$ cat config.mk
export PLATFORM = sky130hd
export DESIGN_NAME = ifetch_unit
export DESIGN_NICKNAME = d
export VERILOG_FILES = /design/src/rtl/ifetch_unit.sv
export SDC_FILE = /design/constraint.sdc
export NUM_CORES = 1
export LEC_CHECK = 0
export CELL_PAD_IN_SITES_DETAIL_PLACEMENT = 2
export CELL_PAD_IN_SITES_GLOBAL_PLACEMENT = 2
export CORE_ASPECT_RATIO = 0.7
export CORE_MARGIN = 3
export CORE_UTILIZATION = 39
export DETAILED_ROUTE_END_ITERATION = 16
export GPL_ROUTABILITY_DRIVEN = 0
export HOLD_SLACK_MARGIN = 0.02
export PLACE_DENSITY = 0.91
export SLEW_MARGIN = 10
export SYNTH_ARGS = -nofsm -noshare
export SYNTH_HDL_FRONTEND = slang
export SYNTH_SLANG_ARGS = --single-unit
$ cat constraint.sdc
create_clock -name clk -period 15.28 [get_ports clk]
set_clock_uncertainty 0.1 [all_clocks]
set_input_delay 3.056 -clock clk [delete_from_list [all_inputs] [get_ports clk]]
set_output_delay 3.056 -clock clk [all_outputs]
set_load 0.005 [all_outputs]
$ cat src/rtl/ifetch_unit.sv
// ifetch_unit: instruction fetch front end.
// Owns the fetch PC, issues word-aligned requests to the instruction cache, pairs the in-order
// responses with their request addresses and buffers {pc, data} for decode. A redirect restarts
// fetch at a new PC and discards every stale in-flight and buffered instruction.
//
// Optional feature: define IFETCH_MISALIGN_CHECK_EN to add the sticky fetch_misalign output.
// A redirect to a non-word-aligned PC then raises fetch_misalign and halts request issue until
// reset or a later aligned redirect. Without the macro the low PC bits are simply forced to zero.
module ifetch_unit #(
  parameter logic [31:0] RESET_PC = 32'h0000_0000,
  parameter int unsigned DEPTH    = 2
) (
  input  logic        clk,
  input  logic        rst,
  // Cache request channel
  output logic        req_valid,
  input  logic        req_ready,
  output logic [31:0] req_addr,
  // Cache response channel
  input  logic        resp_valid,
  output logic        resp_ready,
  input  logic [31:0] resp_data,
  // Control-flow redirect
  input  logic        redirect_valid,
  input  logic [31:0] redirect_pc,
  // Decode channel
  output logic        inst_valid,
  input  logic        inst_ready,
  output logic [31:0] inst_data,
  output logic [31:0] inst_pc
`ifdef IFETCH_MISALIGN_CHECK_EN
  ,
  output logic        fetch_misalign
`endif
);

  localparam int unsigned AW = $clog2(DEPTH);
  localparam int unsigned CW = $clog2(DEPTH + 1);
  localparam logic [CW:0] CREDITS = (CW + 1)'(DEPTH);

  // Fetch PC and counters
  logic [31:0]   pc_q, pc_d;
  logic [CW-1:0] out_cnt_q, out_cnt_d;
  logic [CW-1:0] drop_cnt_q, drop_cnt_d;
  logic [CW-1:0] fifo_cnt_q, fifo_cnt_d;

  // Addresses of outstanding requests, oldest at pq_rd_q
  logic [31:0]   pq_mem [DEPTH];
  logic [AW-1:0] pq_wr_q, pq_wr_d;
  logic [AW-1:0] pq_rd_q, pq_rd_d;

  // Instruction FIFO toward decode
  logic [31:0]   fifo_pc   [DEPTH];
  logic [31:0]   fifo_data [DEPTH];
  logic [AW-1:0] fifo_wr_q, fifo_wr_d;
  logic [AW-1:0] fifo_rd_q, fifo_rd_d;

  // Per-cycle decisions
  logic          halted;
  logic [CW:0]   credit_used;
  logic          req_hs;
  logic          resp_hs;
  logic          resp_keep;
  logic          inst_pop;
  logic [31:0]   redirect_target;

`ifdef IFETCH_MISALIGN_CHECK_EN
  logic halted_q, halted_d;

  assign halted         = halted_q;
  assign fetch_misalign = halted_q;
`else
  assign halted = 1'b0;
`endif

  // Handshakes and flow control for the current cycle.
  always_comb begin
    inst_valid  = (fifo_cnt_q != '0);
    inst_pop    = inst_valid && inst_ready;
    // A decode pop this cycle frees its slot before the new request's response can arrive,
    // which is what lets a 1-cycle cache sustain one instruction per cycle with DEPTH=2.
    credit_used = {1'b0, out_cnt_q} + {1'b0, fifo_cnt_q} - {{CW{1'b0}}, inst_pop};
    req_valid   = !rst && (credit_used < CREDITS) && !redirect_valid && !halted;
    req_hs      = req_valid && req_ready;
    // Responses with nothing outstanding are protocol errors and are ignored.
    resp_hs     = resp_valid && (out_cnt_q != '0);
    resp_keep   = resp_hs && !redirect_valid && (drop_cnt_q == '0);
    redirect_target = redirect_pc & 32'hFFFF_FFFC;
  end

  // Static and registered-path outputs.
  always_comb begin
    req_addr   = pc_q;
    resp_ready = 1'b1;
    inst_pc    = fifo_pc[fifo_rd_q];
    inst_data  = fifo_data[fifo_rd_q];
  end

  // Next-state for PC, counters and queue pointers; redirect overrides everything.
  always_comb begin
    pc_d       = pc_q;
    out_cnt_d  = out_cnt_q + CW'(req_hs) - CW'(resp_hs);
    drop_cnt_d = drop_cnt_q;
    fifo_cnt_d = fifo_cnt_q + CW'(resp_keep) - CW'(inst_pop);
    pq_wr_d    = pq_wr_q + AW'(req_hs);
    pq_rd_d    = pq_rd_q + AW'(resp_hs);
    fifo_wr_d  = fifo_wr_q + AW'(resp_keep);
    fifo_rd_d  = fifo_rd_q + AW'(inst_pop);

    if (req_hs) begin
      pc_d = pc_q + 32'd4;
    end
    if (resp_hs && (drop_cnt_q != '0)) begin
      drop_cnt_d = drop_cnt_q - 1'b1;
    end

    if (redirect_valid) begin
      pc_d       = redirect_target;
      // Every response still owed after this cycle belongs to the old stream.
      drop_cnt_d = out_cnt_q - CW'(resp_hs);
      fifo_cnt_d = '0;
      fifo_wr_d  = '0;
      fifo_rd_d  = '0;
    end
  end

  // State registers and queue storage.
  always_ff @(posedge clk) begin
    if (rst) begin
      pc_q       <= RESET_PC;
      out_cnt_q  <= '0;
      drop_cnt_q <= '0;
      fifo_cnt_q <= '0;
      pq_wr_q    <= '0;
      pq_rd_q    <= '0;
      fifo_wr_q  <= '0;
      fifo_rd_q  <= '0;
      for (int unsigned i = 0; i < DEPTH; i++) begin
        pq_mem[i]    <= '0;
        fifo_pc[i]   <= '0;
        fifo_data[i] <= '0;
      end
    end else begin
      pc_q       <= pc_d;
      out_cnt_q  <= out_cnt_d;
      drop_cnt_q <= drop_cnt_d;
      fifo_cnt_q <= fifo_cnt_d;
      pq_wr_q    <= pq_wr_d;
      pq_rd_q    <= pq_rd_d;
      fifo_wr_q  <= fifo_wr_d;
      fifo_rd_q  <= fifo_rd_d;
      if (req_hs) begin
        pq_mem[pq_wr_q] <= pc_q;
      end
      if (resp_keep) begin
        fifo_pc[fifo_wr_q]   <= pq_mem[pq_rd_q];
        fifo_data[fifo_wr_q] <= resp_data;
      end
    end
  end

`ifdef IFETCH_MISALIGN_CHECK_EN
  // Sticky misalignment halt: set or cleared only by a redirect.
  always_comb begin
    halted_d = halted_q;
    if (redirect_valid) begin
      halted_d = (redirect_pc[1:0] != 2'b00);
    end
  end

  // Halt flag register.
  always_ff @(posedge clk) begin
    if (rst) begin
      halted_q <= 1'b0;
    end else begin
      halted_q <= halted_d;
    end
  end
`endif

endmodule

==> flow_summary_export.csv, run 1 <==
group,metric,value,unit
timing,worst_margin_slew,1.189,ns
yosys,number_of_synthesized_flops_with_an_enable_pin,184,
clock_network,cts_root_buffer,"sky130_fd_sc_hd__clkbuf_16",
timing,rsz0062_at_grt,"no",
detailed_routing,drc_errors,0,
clock_network,cts-root-to-sink-buffers,3,
floorplanning,chipWidth,198.5,µm
yosys,commonest_cells_in_the_synthesized_netlist,"184 x sky130_fd_sc_hd__edfxtp_1, 126 x sky130_fd_sc_hd__and2_1, 92 x sky130_fd_sc_hd__nor2_1",
yosys,ys_async_sr_fraction,0,%
timing,final_min_period_over_clock_period,56.94,%
yosys,synth-warning-count,0,
critical_path,buf_inv_stages_crit_path,2,
detailed_routing,postRouteWirelength,36690,µm
global_route,grt_util_met1,33.94,%
timing,slew_violations,0,
yosys,synthesis.area,10110,µm²
timing,period_minus_slack,8.701,ns
timing,max_freq,0.1149,GHz
yosys,post_synth_num_cell_types,52,
placed_design,place_hpwl,22770,µm
power,total_leakage_power,4.552,nW
detailed_routing,first_iter_violations,546,
timing,max_slew_margin,20.70,%
critical_path,path_cells,"clkdlybuf4s50_1, nand2_1, nor2_1, o21ai_0, fa_1, xnor2_1, nor2_1, clkdlybuf4s50_1",
placed_design,placedCellCount,1260,
global_route,grt_antenna_before_repair,1,
clock_network,cts-htree-levels,1,
critical_path,critical_path.max_fanout,5,
critical_path,worst_ep_arrival_time,5.54,ns
global_route,grt_max_degree,63,
global_route,grtUsageTotal,26.24,%
yosys,synth-seq-area-share,62.57,%
placed_design,port_buffers,161,
timing,setup-tns-final,0,ns
clock_network,number_of_buffers_added_by_the_clock_tree_synthesis_step,24,
critical_path,worstSetupEndpointType,"primary output",
global_route,busiest_layer,"met2",
critical_path,timing_worst_setup_path_type,"in2out",
worst_hold_path,hp-class,"reg2reg",
power,power-per-cell-area,125.4,nW/µm²
clock_network,clock_sink_count,224,
floorplanning,core-area,25040,µm²
placed_design,placed_cell_area,12060,µm²
power,vdd_ir_drop_max,0.00006432,V
critical_path,cp_data_required_time,12.12,ns
floorplanning,floorplan.initialDensity,40.37,%
critical_path,cp_slowest_cell,"sky130_fd_sc_hd__clkdlybuf4s50_1",
timing,fin_hold_ws,0.5081,ns
floorplanning,io-pin-count,169,
yosys,synth_top_area_cell,"sky130_fd_sc_hd__edfxtp_1",
yosys,netlist_instances,808,
global_route,overflow,0,
detailed_routing,route.detailed.vias_per_inst,5.632,
global_route,grt_first_pass_wirelength,55070,µm
clock_network,cts_resized,0,
critical_path,max_stage_delay,0.52,ns
yosys,yosys_most_used_dff,"sky130_fd_sc_hd__edfxtp_1",
final_layout,fillerInstances,2374,
timing,hold_viol,0,
clock_network,cts_post_setup_buffers_inserted,0,
final_layout,area_growth,26.84,%
yosys,post-synth-top-count-cell,"sky130_fd_sc_hd__edfxtp_1",
final_layout,num-nets-final,1039,
global_route,grt_pass1_vias,8179,
clock_network,post_cts_hold_buffer_count,0,
detailed_routing,first_drt_pass_iteration_count,5,
final_layout,postLayoutCellArea,12820,µm²
global_route,grt_util_met3,4.826,%
detailed_routing,postRouteAntennaNets,0,
timing,fin_ws,6.579,ns
yosys,yosys_register_bits,224,
critical_path,path_delay_family,"buffers and inverters",
final_layout,drive_gt1_share,12.77,%
placed_design,dp_slack,6.567,ns
final_layout,finish.cell_count_without_fillers,1305,
clock_network,clk_transition_reported_paths,0.06,ns
floorplanning,core.rowCount,48,
yosys,synth_top_cell_area_share,54.65,%
clock_network,clkLatencyLatePin,0.52,ns
run_status,status,"completed",
timing,setup_viol,0,
run,max-cap-violations,0,
detailed_routing,via_count,7350,
floorplanning,die_area,27920,µm²
critical_path,startpoint_type,"input port",
detailed_routing,wire_per_inst,28.11,µm
clock_network,tritoncts,"yes",
floorplanning,die_y,140.7,µm
yosys,synthesis.area_per_instance,12.51,µm²
yosys,synth.top_cells.by_area,"sky130_fd_sc_hd__edfxtp_1 55%, sky130_fd_sc_hd__dfxtp_1 7.9%, sky130_fd_sc_hd__and2_1 7.8%",
global_route,groute.layer.met2.usage,44.96,%
## metrics by stage
| step | utilization (%) | power [mW] |
|---|---|---|
| after floorplan | - | 0.8870 |
| after global placement | 48.14 | 1.003 |
| after detailed placement | 48.14 | 1.030 |
| after CTS | 51.16 | 1.615 |
| after global routing | 51.21 | 1.662 |
| final | 51.21 | 1.608 |
## worst reg2reg max path: stages, from the launching register on
cell and delay (ns):
sky130_fd_sc_hd__dfxtp_1 0.38, sky130_fd_sc_hd__inv_1 0.09, sky130_fd_sc_hd__ha_1 0.33, sky130_fd_sc_hd__fa_1 0.62
sky130_fd_sc_hd__nand4bb_4 0.17, sky130_fd_sc_hd__nor2_4 0.42, sky130_fd_sc_hd__inv_2 0.52, sky130_fd_sc_hd__o21ai_2 1.00
sky130_fd_sc_hd__buf_4 0.45
## flip-flops by register name, indices dropped and copies added, names as in the netlist
| signal | count |
|---|---|
| out_cnt_q | 2 |
| fifo_data | 64 |
| req_addr | 30 |
| fifo_wr_q | 1 |
| pq_wr_q | 1 |
| fifo_rd_q | 1 |
| fifo_cnt_q | 2 |
| fifo_pc | 60 |
| pq_rd_q | 1 |
| drop_cnt_q | 2 |
| pq_mem | 60 |
## worst paths after layout
check | start | end | slack, ns | depth (start not counted)
max | inst_ready | req_valid | 6.58 | 8
min | pq_mem[0][8] | fifo_pc[0][8] | 0.51 | 2
max reg2reg | out_cnt_q[1] | pq_mem[1][6] | 10.86 | 8
min reg2reg | pq_mem[0][8] | fifo_pc[0][8] | 0.51 | 2
## cell usage in the layout, fill, tap and decap left out, types with 7 or more instances in the layout
cell,count
sky130_fd_sc_hd__nor2_1,89
sky130_fd_sc_hd__edfxtp_1,184
sky130_fd_sc_hd__mux2_2,65
sky130_fd_sc_hd__clkbuf_16,25
sky130_fd_sc_hd__a31oi_1,13
sky130_fd_sc_hd__clkinv_1,7
sky130_fd_sc_hd__ha_1,7
sky130_fd_sc_hd__nor3_1,16
sky130_fd_sc_hd__mux2i_1,31
sky130_fd_sc_hd__a21oi_1,16
sky130_fd_sc_hd__nand2_1,40
sky130_fd_sc_hd__dfxtp_1,38
sky130_fd_sc_hd__nand3_1,15
sky130_fd_sc_hd__inv_1,10
sky130_fd_sc_hd__nand4_1,12
sky130_fd_sc_hd__xnor2_1,10
sky130_fd_sc_hd__clkbuf_1,7
sky130_fd_sc_hd__clkdlybuf4s50_1,161
sky130_fd_sc_hd__and2_1,126
sky130_fd_sc_hd__buf_4,12
sky130_fd_sc_hd__xor2_1,14
sky130_fd_sc_hd__o21ai_0,9
## per-layer routing
| metal | wire length, µm | vias up | share of wire, % |
|---|---|---|---|
| li1 | - | 3190 | - |
| met1 | 15180 | 3805 | 41 |
| met2 | 18290 | 283 | 50 |
| met3 | 1977 | 72 | 5.4 |
| met4 | 1241 | 0 | 3.4 |
| met5 | 0 | - | 0 |
## kinds of logic after synthesis
kind of cell | synth area share (%)
flops | 62.57
other cells | 0.07428
mux | 10.42
fa+ha+maj | 1.064
buf+inv | 2.537
compound gates | 4.084
xor+xnor | 2.079
simple gates | 17.18
## layout make-up
class / instances / area, µm² / share of cell area (%)
antenna: 1 / 2.502 / 0.01951
clock buffer: 32 / 651.9 / 5.083
clock inverter: 12 / 105.1 / 0.8195
inverter: 12 / 45.04 / 0.3512
multi-input combinational: 526 / 3583 / 27.94
sequential: 224 / 6329 / 49.35
tap: 325 / 406.6 / 3.171
timing repair buffer: 173 / 1702 / 13.27
## power by group
part / switching (mW) / leakage, nW / internal [mW]
Combinational: 0.124 / 1.95 / 0.128
Clock: 0.246 / 0.366 / 0.333
Sequential: 0.0600 / 2.24 / 0.717
Power figures use the tool's default switching activity.
==> run 2: changes to the inputs <==
CORE_UTILIZATION = 36   (was 39)
PLACE_DENSITY = 0.85   (was 0.91)
clock period = 8.5 ns   (was 15.28 ns; I/O delays follow)
==> flow_summary_export.csv, run 2 (synthesized netlist as in run 1, its figures left out) <==
group,metric,value,unit
run_status,status,"completed",
critical_path,startpoint_type,"input port",
critical_path,timing_worst_setup_path_type,"in2out",
clock_network,cts-root-to-sink-buffers,3,
detailed_routing,first_drt_pass_iteration_count,4,
floorplanning,io-pin-count,169,
timing,worst_margin_slew,1.130,ns
timing,slew_violations,0,
timing,max_slew_margin,24.67,%
detailed_routing,via_count,7071,
timing,max_freq,0.1615,GHz
final_layout,fillerInstances,2699,
critical_path,path_cells,"clkdlybuf4s50_1, nand2_1, nor2_1, o21ai_0, fa_1, xnor2_1, nor2_1, clkdlybuf4s50_1",
final_layout,largest_register,"fifo_data",
critical_path,cp_slowest_cell,"sky130_fd_sc_hd__xnor2_1",
critical_path,path_delay_family,"buffers and inverters",
floorplanning,core.rowCount,50,
detailed_routing,postRouteWirelength,32080,µm
power,power-per-cell-area,224.5,nW/µm²
detailed_routing,route.detailed.vias_per_inst,5.257,
final_layout,layout.cells.most_common_list,"184 x sky130_fd_sc_hd__edfxtp_1, 161 x sky130_fd_sc_hd__clkdlybuf4s50_1, 126 x sky130_fd_sc_hd__and2_1",
timing,final_min_period_over_clock_period,72.85,%
floorplanning,floorplan.initialDensity,37.24,%
floorplanning,die_y,146.2,µm
worst_hold_path,worstHoldPathCells,2,
global_route,overflow,0,
final_layout,num-nets-final,1039,
detailed_routing,first_iter_violations,369,
placed_design,placed_cell_area,12100,µm²
timing,setup-tns-final,0,ns
run,max-cap-violations,0,
clock_network,cts_root_buffer,"sky130_fd_sc_hd__clkbuf_16",
timing,rsz0062_at_grt,"no",
power,total_leakage_power,4.592,nW
global_route,grtUsageTotal,21.02,%
detailed_routing,drc_errors,0,
global_route,grt_max_degree,64,
floorplanning,die_area,30160,µm²
worst_hold_path,hp-class,"reg2reg",
critical_path,cp_data_required_time,6.70,ns
floorplanning,core-area,27150,µm²
critical_path,max_stage_delay,0.67,ns
placed_design,place_hpwl,20830,µm
clock_network,clock_sink_count,224,
final_layout,postLayoutCellArea,12920,µm²
floorplanning,chipWidth,206.3,µm
clock_network,tritoncts,"yes",
clock_network,clk_transition_reported_paths,0.06,ns
final_layout,mostFrequentLayoutCell,"sky130_fd_sc_hd__edfxtp_1",
critical_path,worstSetupEndpointType,"primary output",
final_layout,reg_top3,"fifo_data x64, fifo_pc x60, pq_mem x60",
clock_network,post_cts_hold_buffer_count,0,
power,vdd_ir_drop_max,0.0001115,V
critical_path,setup.reg_to_reg.worst_slack,4.37,ns
global_route,grt_antenna_before_repair,2,
clock_network,cts_post_setup_buffers_inserted,0,
critical_path,buf_inv_stages_crit_path,2,
critical_path,reg2reg_depth,8,
timing,setup_viol,0,
clock_network,number_of_buffers_added_by_the_clock_tree_synthesis_step,24,
final_layout,area_growth,27.79,%
timing,period_minus_slack,6.193,ns
final_layout,drive_gt1_share,13.59,%
clock_network,cts-htree-levels,1,
global_route,grt_pass1_vias,7717,
global_route,grt_first_pass_wirelength,48240,µm
detailed_routing,wire_per_inst,23.85,µm
timing,hold_viol,0,
critical_path,worst_ep_arrival_time,4.39,ns
critical_path,number_of_cells_on_the_critical_path,8,
detailed_routing,postRouteAntennaNets,0,
clock_network,cts_resized,0,
placed_design,port_buffers,161,
clock_network,clkLatencyLatePin,0.53,ns
final_layout,largest_register_ff_count,64,
critical_path,critical_path.max_fanout,5,
## run 2: cell types whose count changed in the layout (fill, tap and decap cells not counted)
cell and delta:
sky130_fd_sc_hd__clkinv_1 -6, sky130_fd_sc_hd__clkinvlp_4 -1, sky130_fd_sc_hd__diode_2 +1, sky130_fd_sc_hd__clkbuf_1 -3, sky130_fd_sc_hd__clkbuf_8 +4, sky130_fd_sc_hd__inv_6 +1, sky130_fd_sc_hd__clkinv_2 +5, sky130_fd_sc_hd__nor2_1 +1
sky130_fd_sc_hd__nor2_2 -1
## run 2: layer usage
layer | vias up | part of all wire (%) | track usage (%)
met5 | - | 0 | 0
li1 | 3191 | - | -
met2 | 197 | 49 | 35.40
met3 | 48 | 5.4 | 3.922
met4 | 0 | 2.6 | 5.731
met1 | 3635 | 43 | 27.89
## run 2: per-stage QoR
stage | power, mW | hold WS, ns | setup WS (ns) | utilization [%] | cells
floorplan | 1.595 | 0.4134 | 1.336 | - | 811
global placement | 1.809 | 0.4420 | 2.452 | 44.57 | 1299
detailed placement | 1.839 | 0.4796 | 2.345 | 44.57 | 1299
CTS | 2.931 | 0.4890 | 2.321 | 47.53 | 1343
global route | 3.014 | 0.5118 | 2.150 | 47.59 | 1345
finish | 2.901 | 0.4885 | 2.307 | 47.59 | 1345
## run 2: area by class of cell
type | count | area [µm²] | area share, %
sequential | 224 | 6329 | 48.98
antenna | 2 | 5.005 | 0.03873
multi-input combinational | 526 | 3581 | 27.71
clock buffer | 33 | 695.7 | 5.384
tap | 364 | 455.4 | 3.525
inverter | 12 | 45.04 | 0.3486
timing repair buffer | 173 | 1702 | 13.17
clock inverter | 11 | 108.9 | 0.8425
## run 2: worst register-to-register path, cell delays in order (launching register included)
cell and delay (ns):
sky130_fd_sc_hd__dfxtp_1 0.39, sky130_fd_sc_hd__inv_1 0.10, sky130_fd_sc_hd__ha_1 0.33, sky130_fd_sc_hd__fa_1 0.45
sky130_fd_sc_hd__xnor2_1 0.31, sky130_fd_sc_hd__nor2_4 0.50, sky130_fd_sc_hd__inv_2 0.48, sky130_fd_sc_hd__o21ai_2 0.68
sky130_fd_sc_hd__buf_4 0.46
## run 2: final timing paths
check / from / to
max: inst_ready / req_valid
min: req_addr[16] / req_addr[16]
max reg2reg: out_cnt_q[1] / pq_mem[0][15]
min reg2reg: req_addr[16] / req_addr[16]
## run 2: power breakdown
group	internal, mW	switching (mW)	leakage, nW	total, mW
Combinational	0.230	0.211	1.95	0.441
Clock	0.634	0.441	0.406	1.08
Sequential	1.29	0.0963	2.24	1.38
